### src/rtl/axi_lite_arbiter_if.sv
// AXI-lite bundle shared by the arbiter, its requesters and the hub.
// Mw/Mr flow master->slave, Sw/Sr flow slave->master.
interface AXI_ift #(
    parameter int AW = 64,
    parameter int DW = 64
);
    typedef struct packed {
        logic [AW-1:0]   awaddr;
        logic [2:0]      awprot;
        logic            awvalid;
        logic [DW-1:0]   wdata;
        logic [DW/8-1:0] wstrb;
        logic            wvalid;
        logic            bready;
    } mw_t;

    typedef struct packed {
        logic [AW-1:0] araddr;
        logic [2:0]    arprot;
        logic          arvalid;
        logic          rready;
    } mr_t;

    typedef struct packed {
        logic       awready;
        logic       wready;
        logic [1:0] bresp;
        logic       bvalid;
    } sw_t;

    typedef struct packed {
        logic          arready;
        logic [DW-1:0] rdata;
        logic [1:0]    rresp;
        logic          rvalid;
    } sr_t;

    mw_t Mw;
    mr_t Mr;
    sw_t Sw;
    sr_t Sr;

    modport Master (output Mw, Mr, input Sw, Sr);
    modport Slave  (input Mw, Mr, output Sw, Sr);
endinterface

### src/rtl/axi_lite_arbiter.sv
// Two-master AXI-lite arbiter in front of the hub master port.
// Read and write channels each own a grant FSM and a watchdog.
module axi_lite_arbiter_chan #(
    parameter int ROUND_ROBIN    = 1,
    parameter int TIMEOUT_CYCLES = 256
) (
    input  logic       clk,
    input  logic       rstn,
    input  logic [1:0] req_i,
    input  logic       slv_valid_i,
    input  logic       gnt_ready_i,
    output logic [1:0] grant_o,
    output logic       busy_o,
    output logic       err_o,
    output logic       timeout_o
);
    localparam int CW = (TIMEOUT_CYCLES > 0) ? $clog2(TIMEOUT_CYCLES + 1) : 1;
    localparam logic [CW-1:0] CMAX =
        CW'((TIMEOUT_CYCLES > 0) ? TIMEOUT_CYCLES - 1 : 0);

    typedef enum logic [1:0] {IDLE, BUSY, ERR} state_e;

    state_e        state_q, state_d;
    logic [1:0]    grant_q, grant_d;
    logic          last_q, last_d;
    logic [CW-1:0] cnt_q, cnt_d;
    logic          to_q, to_d;

    always_ff @(posedge clk or negedge rstn) begin
        if (!rstn) begin
            state_q <= IDLE;
            grant_q <= 2'b00;
            last_q  <= 1'b1;
            cnt_q   <= '0;
            to_q    <= 1'b0;
        end else begin
            state_q <= state_d;
            grant_q <= grant_d;
            last_q  <= last_d;
            cnt_q   <= cnt_d;
            to_q    <= to_d;
        end
    end

    // last_q set means m1 was served last, so m0 wins the next tie
    always_comb begin
        state_d = state_q;
        grant_d = grant_q;
        last_d  = last_q;
        cnt_d   = cnt_q;
        to_d    = 1'b0;
        unique case (state_q)
            IDLE: begin
                if (|req_i) begin
                    state_d = BUSY;
                    cnt_d   = '0;
                    if (&req_i)
                        grant_d = (ROUND_ROBIN != 0 && !last_q) ? 2'b10 : 2'b01;
                    else
                        grant_d = req_i;
                end
            end
            BUSY: begin
                if (slv_valid_i && gnt_ready_i) begin
                    state_d = IDLE;
                    grant_d = 2'b00;
                    last_d  = grant_q[1];
                end else if (TIMEOUT_CYCLES != 0 && cnt_q == CMAX) begin
                    state_d = ERR;
                    to_d    = 1'b1;
                end else begin
                    cnt_d = cnt_q + 1'b1;
                end
            end
            ERR: begin
                if (gnt_ready_i) begin
                    state_d = IDLE;
                    grant_d = 2'b00;
                    last_d  = grant_q[1];
                end
            end
            default: state_d = IDLE;
        endcase
    end

    assign grant_o   = grant_q;
    assign busy_o    = (state_q == BUSY);
    assign err_o     = (state_q == ERR);
    assign timeout_o = to_q;
endmodule

module axi_lite_arbiter #(
    parameter int ROUND_ROBIN    = 1,
    parameter int TIMEOUT_CYCLES = 256,
    parameter int AXI_ADDR_WIDTH = 64,
    parameter int AXI_DATA_WIDTH = 64
) (
    input  logic       clk,
    input  logic       rstn,
    AXI_ift.Slave      master0,
    AXI_ift.Slave      master1,
    AXI_ift.Master     slave,
    output logic [1:0] rd_grant,
    output logic [1:0] wr_grant,
    output logic       rd_timeout,
    output logic       wr_timeout
);
    logic rd_busy, rd_err, rd_rdy;
    logic wr_busy, wr_err, wr_rdy;

    assign rd_rdy = (rd_grant[0] & master0.Mr.rready) |
                    (rd_grant[1] & master1.Mr.rready);
    assign wr_rdy = (wr_grant[0] & master0.Mw.bready) |
                    (wr_grant[1] & master1.Mw.bready);

    axi_lite_arbiter_chan #(
        .ROUND_ROBIN    (ROUND_ROBIN),
        .TIMEOUT_CYCLES (TIMEOUT_CYCLES)
    ) u_rd (
        .clk         (clk),
        .rstn        (rstn),
        .req_i       ({master1.Mr.arvalid, master0.Mr.arvalid}),
        .slv_valid_i (slave.Sr.rvalid),
        .gnt_ready_i (rd_rdy),
        .grant_o     (rd_grant),
        .busy_o      (rd_busy),
        .err_o       (rd_err),
        .timeout_o   (rd_timeout)
    );

    axi_lite_arbiter_chan #(
        .ROUND_ROBIN    (ROUND_ROBIN),
        .TIMEOUT_CYCLES (TIMEOUT_CYCLES)
    ) u_wr (
        .clk         (clk),
        .rstn        (rstn),
        .req_i       ({master1.Mw.awvalid, master0.Mw.awvalid}),
        .slv_valid_i (slave.Sw.bvalid),
        .gnt_ready_i (wr_rdy),
        .grant_o     (wr_grant),
        .busy_o      (wr_busy),
        .err_o       (wr_err),
        .timeout_o   (wr_timeout)
    );

    // Hung reads end with a DECERR carrying zero data
    always_comb begin
        slave.Mr   = '0;
        master0.Sr = '0;
        master1.Sr = '0;
        if (rd_busy && rd_grant[0]) begin
            slave.Mr   = master0.Mr;
            master0.Sr = slave.Sr;
        end else if (rd_busy && rd_grant[1]) begin
            slave.Mr   = master1.Mr;
            master1.Sr = slave.Sr;
        end else if (rd_err && rd_grant[0]) begin
            master0.Sr.arready = 1'b1;
            master0.Sr.rvalid  = 1'b1;
            master0.Sr.rdata   = {AXI_DATA_WIDTH{1'b0}};
            master0.Sr.rresp   = 2'b11;
        end else if (rd_err && rd_grant[1]) begin
            master1.Sr.arready = 1'b1;
            master1.Sr.rvalid  = 1'b1;
            master1.Sr.rdata   = {AXI_DATA_WIDTH{1'b0}};
            master1.Sr.rresp   = 2'b11;
        end
    end

    always_comb begin
        slave.Mw   = '0;
        master0.Sw = '0;
        master1.Sw = '0;
        if (wr_busy && wr_grant[0]) begin
            slave.Mw   = master0.Mw;
            master0.Sw = slave.Sw;
        end else if (wr_busy && wr_grant[1]) begin
            slave.Mw   = master1.Mw;
            master1.Sw = slave.Sw;
        end else if (wr_err && wr_grant[0]) begin
            master0.Sw.awready = 1'b1;
            master0.Sw.wready  = 1'b1;
            master0.Sw.bvalid  = 1'b1;
            master0.Sw.bresp   = 2'b11;
        end else if (wr_err && wr_grant[1]) begin
            master1.Sw.awready = 1'b1;
            master1.Sw.wready  = 1'b1;
            master1.Sw.bvalid  = 1'b1;
            master1.Sw.bresp   = 2'b11;
        end
    end

    localparam int ADDR_W_CHECK = AXI_ADDR_WIDTH;
    logic unused_addr_w;
    assign unused_addr_w = (ADDR_W_CHECK == 0);
endmodule

### src/flat_wrapper.sv
// flat-port wrapper written by rule: the top's interface ports become plain ports
module axi_lite_arbiter_flat 
#(
    parameter int ROUND_ROBIN    = 1,
    parameter int TIMEOUT_CYCLES = 256,
    parameter int AXI_ADDR_WIDTH = 64,
    parameter int AXI_DATA_WIDTH = 64
)
  (clk, rstn, rd_grant, wr_grant, rd_timeout, wr_timeout, master0_Mw, master0_Mr, master0_Sw, master0_Sr, master1_Mw, master1_Mr, master1_Sw, master1_Sr, slave_Mw, slave_Mr, slave_Sw, slave_Sr);
  AXI_ift master0_i ();
  AXI_ift master1_i ();
  AXI_ift slave_i ();
  input  logic clk;
  input  logic rstn;
  output logic [1:0] rd_grant;
  output logic [1:0] wr_grant;
  output logic rd_timeout;
  output logic wr_timeout;
  input wire logic [$bits(master0_i.Mw)-1:0] master0_Mw;
  input wire logic [$bits(master0_i.Mr)-1:0] master0_Mr;
  output wire logic [$bits(master0_i.Sw)-1:0] master0_Sw;
  output wire logic [$bits(master0_i.Sr)-1:0] master0_Sr;
  input wire logic [$bits(master1_i.Mw)-1:0] master1_Mw;
  input wire logic [$bits(master1_i.Mr)-1:0] master1_Mr;
  output wire logic [$bits(master1_i.Sw)-1:0] master1_Sw;
  output wire logic [$bits(master1_i.Sr)-1:0] master1_Sr;
  output wire logic [$bits(slave_i.Mw)-1:0] slave_Mw;
  output wire logic [$bits(slave_i.Mr)-1:0] slave_Mr;
  input wire logic [$bits(slave_i.Sw)-1:0] slave_Sw;
  input wire logic [$bits(slave_i.Sr)-1:0] slave_Sr;
  assign master0_i.Mw = master0_Mw;
  assign master0_i.Mr = master0_Mr;
  assign master0_Sw = master0_i.Sw;
  assign master0_Sr = master0_i.Sr;
  assign master1_i.Mw = master1_Mw;
  assign master1_i.Mr = master1_Mr;
  assign master1_Sw = master1_i.Sw;
  assign master1_Sr = master1_i.Sr;
  assign slave_Mw = slave_i.Mw;
  assign slave_Mr = slave_i.Mr;
  assign slave_i.Sw = slave_Sw;
  assign slave_i.Sr = slave_Sr;
  axi_lite_arbiter #(.ROUND_ROBIN(ROUND_ROBIN), .TIMEOUT_CYCLES(TIMEOUT_CYCLES), .AXI_ADDR_WIDTH(AXI_ADDR_WIDTH), .AXI_DATA_WIDTH(AXI_DATA_WIDTH)) u_core (.clk(clk), .rstn(rstn), .master0(master0_i), .master1(master1_i), .slave(slave_i), .rd_grant(rd_grant), .wr_grant(wr_grant), .rd_timeout(rd_timeout), .wr_timeout(wr_timeout));
endmodule
### config.mk
export PLATFORM = sky130hd
export DESIGN_NAME = axi_lite_arbiter_flat
export DESIGN_NICKNAME = d
export VERILOG_FILES = /design/src/rtl/axi_lite_arbiter_if.sv /design/src/rtl/axi_lite_arbiter.sv /design/src/flat_wrapper.sv
export SDC_FILE = /design/constraint.sdc
export NUM_CORES = 1
export LEC_CHECK = 0
export BUFFER_PORTS_ARGS = -buffer_cell sky130_fd_sc_hd__buf_4
export CORE_AREA = 4 4 335 337
export DETAILED_ROUTE_END_ITERATION = 6
export DIE_AREA = 0 0 339 341
export GPL_TIMING_DRIVEN = 0
export MAX_ROUTING_LAYER = met4
export SYNTH_ARGS = -nofsm -noshare
export SYNTH_HDL_FRONTEND = slang
export SYNTH_HIERARCHICAL = 1
export SYNTH_SLANG_ARGS = --single-unit
### constraint.sdc
create_clock -name clk -period 5.2 [get_ports clk]
set_input_delay 0.52 -clock clk [delete_from_list [all_inputs] [get_ports clk]]
set_output_delay 0.52 -clock clk [all_outputs]
set_load 0.005 [all_outputs]
==> flow_metrics.env, run 1 <==
export IMPL_post_drt_wl_per_cell_microns=19.78
export IMPL_layout_nets=2030
export IMPL_start_util=0.05098
export IMPL_stdcell_count=2952
export IMPL_fin_util=0.1282
export IMPL_rows=121
export IMPL_synth_top_family_by_area="compound AO/OA/AOI/OAI gates"
export IMPL_via_per_inst=3.337
export IMPL_status="finished, final reports clean"
export IMPL_yosysUniqueCellTypes=47
export IMPL_reg2reg_depth=6
export IMPL_synth_seq_cells=30
export IMPL_critPathLaunchType="flip-flop"
export IMPL_synthMuxAreaShare=0.03202
export IMPL_hold_buffers=0
export IMPL_r2r_end="u_core/u_rd/grant_o[1]"
export IMPL_power_leakage_nw=6.682
export IMPL_avgSynthCellArea_sq_um=8.472
export IMPL_power_density_nw_per_um2=310.6
export IMPL_synthesis_nets=1164
export IMPL_slew_viol_final=0
export IMPL_dp_final_hpwl_mm=52.56
export IMPL_worst_slew_pin_slew_ns=1.118
export IMPL_dieArea_sq_um=115600
export IMPL_cts_tree="yes"
export IMPL_setup_viol=0
export IMPL_path_clk_slew_ns=0.05
export IMPL_cap_violations=0
export IMPL_hold_ws_ns=0.1803
export IMPL_postSynthCellCount=655
export IMPL_gp_congestion=0.9541
export IMPL_rr_startpoint="u_core/u_rd/grant_o[0]"
export IMPL_cts_setup_buffers=0
export IMPL_synth_area_top_cells="a32o_1 38%, dfrtp_1 13%, and2_1 7.4%"
export IMPL_grt_pass1_wl_mm=76.47
export IMPL_relSlewSlack=0.2543
export IMPL_clock_sinks=30
export IMPL_crit_path_top_delay_cell="dfrtp_1"
export IMPL_drive_above_1_share=0.6189
export IMPL_dp_cells=2928
export IMPL_final_min_clock_period_ns=3.362
export IMPL_io_buffers=859
export IMPL_synth_area_sq_um=5549
export IMPL_grt_pass1_vias=9721
export IMPL_finalSetupTns_ns=0
export IMPL_grt_max_degree=31
export IMPL_cts_buffers=5
export IMPL_crit_top_cell="clkbuf_1"
export IMPL_cp_required_ns=4.68
export IMPL_synthFlopType="dfrtp_1"
export IMPL_routed_wl_mm=58.38
export IMPL_min_path_type="input port to asynchronous set/reset pin"
export IMPL_clockBufferDepth=2
export IMPL_vias=9852
export IMPL_synth_compound_area_frac=0.4530
export IMPL_clock_skew_ns=0.002854
export IMPL_ant_nets=0
export IMPL_antenna_found_initial=22
export IMPL_cp_cell_sequence="clkbuf_1 -> clkbuf_1 -> and3_1 -> buf_4"
export IMPL_synthAdderAreaFrac=0.02706
export IMPL_io_pins=860
export IMPL_synth_xor_area_share=0
export IMPL_synthSimpleGateAreaFrac=0.2320
export IMPL_root_buffer="clkbuf_16"
export IMPL_core_area_sq_um=108900
export IMPL_syn_to_final_growth_pct=151.5
export IMPL_worst_endpoint_arrival_ns=2.84
export IMPL_yosysTopAreaCellShare=0.3770
export IMPL_grt_usage=0.09505
export IMPL_die_x_microns=339
export IMPL_firstDrtPassIters=5
export IMPL_rsz0062_at_grt="false"
export IMPL_irDropWorstVdd_mv=0.2361
export IMPL_crit_fanout=10
export IMPL_drt_initial_drc_count=719
export IMPL_netlist_top_cell_by_area="a32o_1"
export IMPL_rrSetupSlack_ns=1.95
export IMPL_synth_edff_count=0
export IMPL_overflow=0
export IMPL_endpoint_kind="output pin"
export IMPL_dpl_cell_area_sq_um=13770
export IMPL_hold_viol=0
export IMPL_dieHeight_microns=341
export IMPL_seq_area_frac_synth=0.1357
export IMPL_clk_latency_ns=0.29
export IMPL_synthArstFlopShare=1.000
export IMPL_drcViolationCount=0
export IMPL_cts_resized=0
export IMPL_yosysWarningCount=6
export IMPL_h_tree_depth=2
export IMPL_finalInstanceArea_sq_um=13950
export IMPL_final_period_utilization=0.6464
export IMPL_fmax_ghz=0.2975
export IMPL_crit_type="flip-flop to output pin"
export IMPL_critical_path_max_stage_delay_ns=0.81
==> cell usage in the layout (no fill, tap or decap), types with 4 or more instances in the layout <==
cell type	Yosys	routed
o31ai_1	10	10
nor2b_1	6	6
diode_2	0	16
dfrtp_1	28	28
buf_2	19	19
and2_1	66	66
nor2_1	15	15
o211ai_1	4	4
buf_4	15	874
a21oi_1	6	6
nand3b_1	5	5
buf_6	19	19
mux2i_1	11	11
nand2_1	19	19
clkbuf_1	45	46
and3_1	65	65
clkbuf_16	0	5
a32o_1	209	209
inv_1	18	18
a211oi_1	4	4
or4_1	4	4
nand3_1	6	6
mux2_2	6	6
a21boi_1	6	6
ha_1	12	12
o21ai_0	16	16
or3_1	4	4
==> layer usage <==
layer  share of wire  GRT usage
met5               0          -
met4           0.022    0.02080
met3            0.14    0.05945
met2            0.41     0.1278
met1            0.43     0.1186
==> synthesized netlist by cell type, drive strengths merged (4+ instances only) <==
| library cell | n |
|---|---|
| a32o | 209 |
| and2 | 67 |
| and3 | 65 |
| buf | 53 |
| clkbuf | 46 |
| dfrtp | 28 |
| inv | 19 |
| nand2 | 19 |
| o21ai | 16 |
| nor2 | 15 |
| ha | 12 |
| mux2i | 11 |
| o31ai | 10 |
| a21boi | 9 |
| a21oi | 8 |
| mux2 | 6 |
| nand3 | 6 |
| nor2b | 6 |
| nand3b | 5 |
| a211oi | 4 |
| nor3b | 4 |
| o211ai | 4 |
| or3 | 4 |
| or4 | 4 |
==> cells by family after synthesis <==
group	count (synthesis)
compound gates	268
fa+ha+maj	12
buf+inv	118
flops	30
mux	17
simple gates	210
==> state kept, by name (all words and copies together) (netlist names) <==
register	cells
u_core/u_wr/last_q	1
u_core/u_wr/cnt_q	9
u_core/u_rd/last_q	1
u_core/u_rd/state_q	2
u_core/u_rd/timeout_o	1
u_core/u_wr/grant_o	2
u_core/u_wr/state_q	2
u_core/u_rd/cnt_q	9
u_core/u_wr/timeout_o	1
u_core/u_rd/grant_o	2
==> worst max-delay path, delay by kind of cell (launching register included) <==
| family | cells | cell delay [ns] |
|---|---|---|
| buffers and inverters | 3 | 1.34 |
| and+or+nand+nor | 1 | 0.38 |
| DFF | 1 | 0.81 |
==> how the worst max path moves through the flow <==
| stage | from | to | depth (start not counted) |
|---|---|---|---|
| after floorplan | u_core/u_rd/state_q[1] | slave_Mr[48] | 8 |
| after global placement | u_core/u_rd/grant_o[0] | u_core/u_rd/grant_o[1] | 6 |
| after detailed placement | u_core/u_rd/grant_o[0] | u_core/u_rd/grant_o[1] | 6 |
| after CTS | u_core/u_rd/grant_o[0] | master0_Sr[52] | 4 |
| after global routing | u_core/u_rd/grant_o[0] | master0_Sr[52] | 4 |
| final | u_core/u_rd/grant_o[0] | master0_Sr[52] | 4 |
==> where the power goes <==
group | internal (mW) | switching (mW) | total [mW]
sequential | 0.285 | 0.0662 | 0.351
combinational | 1.69 | 1.99 | 3.68
clock | 0.190 | 0.115 | 0.305
total | 2.16 | 2.17 | 4.33
==> cell type report <==
type	count	area, sq um
Multi-Input combinational cell	507	4129
Tap cell	1414	1769
Timing Repair Buffer	859	6449
Buffer	99	595.6
Clock buffer	7	142.6
Sequential cell	30	753.2
Clock inverter	1	5.005
Antenna cell	16	40.04
Inverter	19	71.32
Fill cell	12540	94900
==> per-stage QoR <==
stage	power, mW	setup slack, ns
finish	4.334	1.838
global placement	4.040	1.905
global route	4.625	1.615
floorplan	1.951	3.161
CTS	4.378	1.711
detailed placement	4.044	1.867
Note: power is estimated with default switching activity, not from simulation.
==> run 2: changes to the inputs <==
- ABC_AREA: unset -> 1
- CORE_AREA: 4 4 335 337 -> 4 4 328 330
- DIE_AREA: 0 0 339 341 -> 0 0 332 334
- clock period: 5.2 -> 3.2 ns (I/O delays scaled with it)
==> run 2 against run 1 <==
  * Clock-buffer cell count is 1 lower
  * Power up 50%
  * Sequential share of layout area is 0.31 points lower
  * The run now ends with negative hold slack left
  * Clock skew is 0.0071 ns higher
  * Clock power increased by 80%
  * Critical endpoint is now slave_Mr[13]
  * Combinational power grew 46%
  * Final area is 6.1% higher
  * Non-clock buffer count decreased by 4
  * Largest power group unchanged
  * Worst setup slack lost 1.6 ns
==> flow_metrics.env, run 2 <==
export IMPL_switchingPower_mw=3.646
export IMPL_via_per_inst=3.457
export IMPL_worst_slew_pin_slew_ns=0.9866
export IMPL_p_total_mw=6.510
export IMPL_synthArstFlopShare=1.000
export IMPL_crit_path_top_delay_cell="o21ai_0"
export IMPL_crit_fanout=10
export IMPL_root_buffer="clkbuf_16"
export IMPL_dieArea_sq_um=110900
export IMPL_synth_edff_count=0
export IMPL_finalSetupTns_ns=0
export IMPL_worst_endpoint_arrival_ns=2.67
export IMPL_hold_ws_ns=-0.01363
export IMPL_layout_nets=2603
export IMPL_pwr_share_seq=0.088
export IMPL_cts_tree="yes"
export IMPL_clk_latency_ns=0.28
export IMPL_rsz0062_at_grt="false"
export IMPL_nFillCells=12330
export IMPL_status="finished with violations"
export IMPL_power_leakage_nw=7.788
export IMPL_irDropWorstVdd_mv=0.1623
export IMPL_synthesis_nets=1737
export IMPL_final_common_cell="buf_4"
export IMPL_violations="negative hold slack"
export IMPL_netlist_top_cell_by_area="nand2_1"
export IMPL_synthTopCellsByCount="512 x nand2_1, 168 x o21ai_0, 109 x inv_1, 98 x nor2_1, 66 x o21ai_1"
export IMPL_path_clk_slew_ns=0.06
export IMPL_multi_input_area_sq_um=4657
export IMPL_post_drt_wl_per_cell_microns=24.96
export IMPL_final_period_utilization=0.9357
export IMPL_synth_area_sq_um=6372
export IMPL_p_int_mw=2.864
export IMPL_switching_share=0.5600
export IMPL_final_min_clock_period_ns=2.994
export IMPL_gp_congestion=0.9954
export IMPL_die_x_microns=332
export IMPL_largestRegisters="u_core/u_rd/cnt_q: 9 flops, u_core/u_wr/cnt_q: 9 flops"
export IMPL_relSlewSlack=0.3423
export IMPL_avgSynthCellArea_sq_um=5.189
export IMPL_finalWorstSetupSlack_ns=0.2058
export IMPL_cts_buffers=5
export IMPL_start_util=0.06079
export IMPL_postSynthCellCount=1228
export IMPL_syn_to_final_growth_pct=132.3
export IMPL_yosysTopAreaCellShare=0.3016
export IMPL_core_area_sq_um=104800
export IMPL_grt_pass1_wl_mm=111.1
export IMPL_clkPwrFrac=0.084
export IMPL_r2r_end="u_core/u_rd/grant_o[1]"
export IMPL_overflow=0
export IMPL_io_buffers=859
export IMPL_rr_startpoint="u_core/u_rd/grant_o[0]"
export IMPL_cap_violations=0
export IMPL_power_density_nw_per_um2=439.8
export IMPL_endpoint_kind="output pin"
export IMPL_synth_area_top_cells="nand2_1 30%, o21ai_0 13%, dfrtp_1 11%"
export IMPL_dieHeight_microns=334
export IMPL_vias=12150
export IMPL_ant_nets=0
export IMPL_reg2reg_depth=9
export IMPL_synth_most_common_cell="nand2_1"
export IMPL_clockBufferDepth=2
export IMPL_yosysUniqueCellTypes=28
export IMPL_io_pins=860
export IMPL_cp_required_ns=2.88
export IMPL_setup_viol=0
export IMPL_yosysWarningCount=6
export IMPL_fmax_ghz=0.3340
export IMPL_hold_viol=23
export IMPL_clock_skew_ns=0.009980
export IMPL_crit_type="flip-flop to output pin"
export IMPL_drt_initial_drc_count=777
export IMPL_critical_path_max_stage_delay_ns=0.55
export IMPL_drcViolationCount=0
export IMPL_place_ws_ns=0.4139
export IMPL_grt_max_degree=31
export IMPL_dp_final_hpwl_mm=80.85
export IMPL_synth_seq_cells=30
export IMPL_clock_sinks=30
export IMPL_h_tree_depth=2
export IMPL_rows=119
export IMPL_most_common_layout_cells="864 x buf_4, 512 x nand2_1, 167 x o21ai_0"
export IMPL_rrSetupSlack_ns=1.09
export IMPL_critPathLaunchType="flip-flop"
export IMPL_firstDrtPassIters=5
export IMPL_cp_cell_sequence="inv_1 -> ha_1 -> nand2_2 -> clkbuf_1 -> o21ai_0 -> buf_4"
export IMPL_slew_viol_final=0
export IMPL_grt_pass1_vias=11830
export IMPL_antenna_found_initial=33
export IMPL_routed_wl_mm=87.73
export IMPL_min_path_type="input port to asynchronous set/reset pin"
export IMPL_grt_usage=0.1515
export IMPL_drive_above_1_share=0.4826
export IMPL_final_seq_area_sq_um=753.2
export IMPL_synthFlopType="dfrtp_1"
export IMPL_seq_area_frac_synth=0.1182
export IMPL_combPwrFrac=0.828
-- run 2: changes by cell type in the layout (fill, tap and decap cells not counted), sizes merged, moves of 63 or more --
cell / change
nand2: +501
o21ai: +218
a32o: -209
inv: +94
nor2: +85
nor3: +68
and2: -67
and3: -63
-- run 2: repair_timing --
action / in CTS / in global routing
setup buffers: 0 / 0
endpoints found under the hold margin: 0 / 0
resized for setup: 0 / 1
hold buffers: 0 / 0
setup endpoints to repair: 0 / 1
-- run 2: power groups by stage --
stage	clock [mW]	combinational, mW	sequential [mW]
2_1_floorplan	0	2.19	0.549
3_3_place_gp	0	5.48	0.573
3_5_place_dp	0	5.50	0.576
4_1_cts	0.570	5.52	0.571
5_1_grt	0.585	5.82	0.585
6_report	0.549	5.39	0.571
-- run 2: worst max-delay path by stage --
stage	startpoint	to	cells past startpoint
after floorplan	u_core/u_wr/state_q[1]	slave_Mw[101]	9
after global placement	u_core/u_rd/state_q[1]	slave_Mr[54]	6
after detailed placement	u_core/u_rd/state_q[1]	slave_Mr[54]	6
after CTS	u_core/u_rd/state_q[1]	slave_Mr[54]	6
after global routing	u_core/u_rd/state_q[1]	slave_Mr[52]	6
final	u_core/u_rd/state_q[1]	slave_Mr[13]	6
-- run 2: area by class of cell --
type	instances	area share
Antenna cell	29	0.004903
Buffer	95	0.03635
Clock buffer	6	0.008707
Clock inverter	2	0.002536
Inverter	113	0.02866
Multi-Input combinational cell	990	0.3147
Sequential cell	30	0.05089
Tap cell	1391	0.1176
Timing Repair Buffer	859	0.4357
-- run 2: through the flow --
step | cells | hold WS [ns] | cell area [sq um] | util
final | 3515 | -0.01363 | 14800 | 0.1412
after global routing | 3512 | 0.02034 | 14790 | 0.1411
after CTS | 3486 | 0.0004429 | 14730 | 0.1405
after detailed placement | 3478 | 0.3079 | 14560 | 0.1389
after global placement | 3478 | 0.3054 | 14560 | 0.1389
after floorplan | 1228 | 0.02441 | 6372 | -
-- run 2: critical path: cells and delay by family (launching register included) --
family          cells  cell delay [ns]
compound gates      1             0.55
fa+ha+maj           1             0.46
flops               1             0.40
buf+inv             3             0.68
simple gates        1             0.29
-- run 2: metal layers --
layer | global-route usage | up-vias | share of wire
met5 | - | - | 0
met4 | 0.03372 | 0 | 0.027
met3 | 0.04584 | 86 | 0.084
met2 | 0.2663 | 696 | 0.50
met1 | 0.1689 | 5724 | 0.39
li1 | - | 5646 | -
-- run 2: kinds of logic (layout without fill, tap and decap cells) --
logic type               after synthesis  after routing  share of synthesized area
adder cells (fa/ha/maj)               12             12                    0.02356
other                                  0             29                          0
XOR/XNOR                               2              2                   0.002749
flip-flops                            30             30                     0.1182
AO/OA/AOI/OAI                        242            242                     0.1912
buffers and inverters                208           1075                     0.1510
AND/OR/NAND/NOR                      734            734                     0.5133
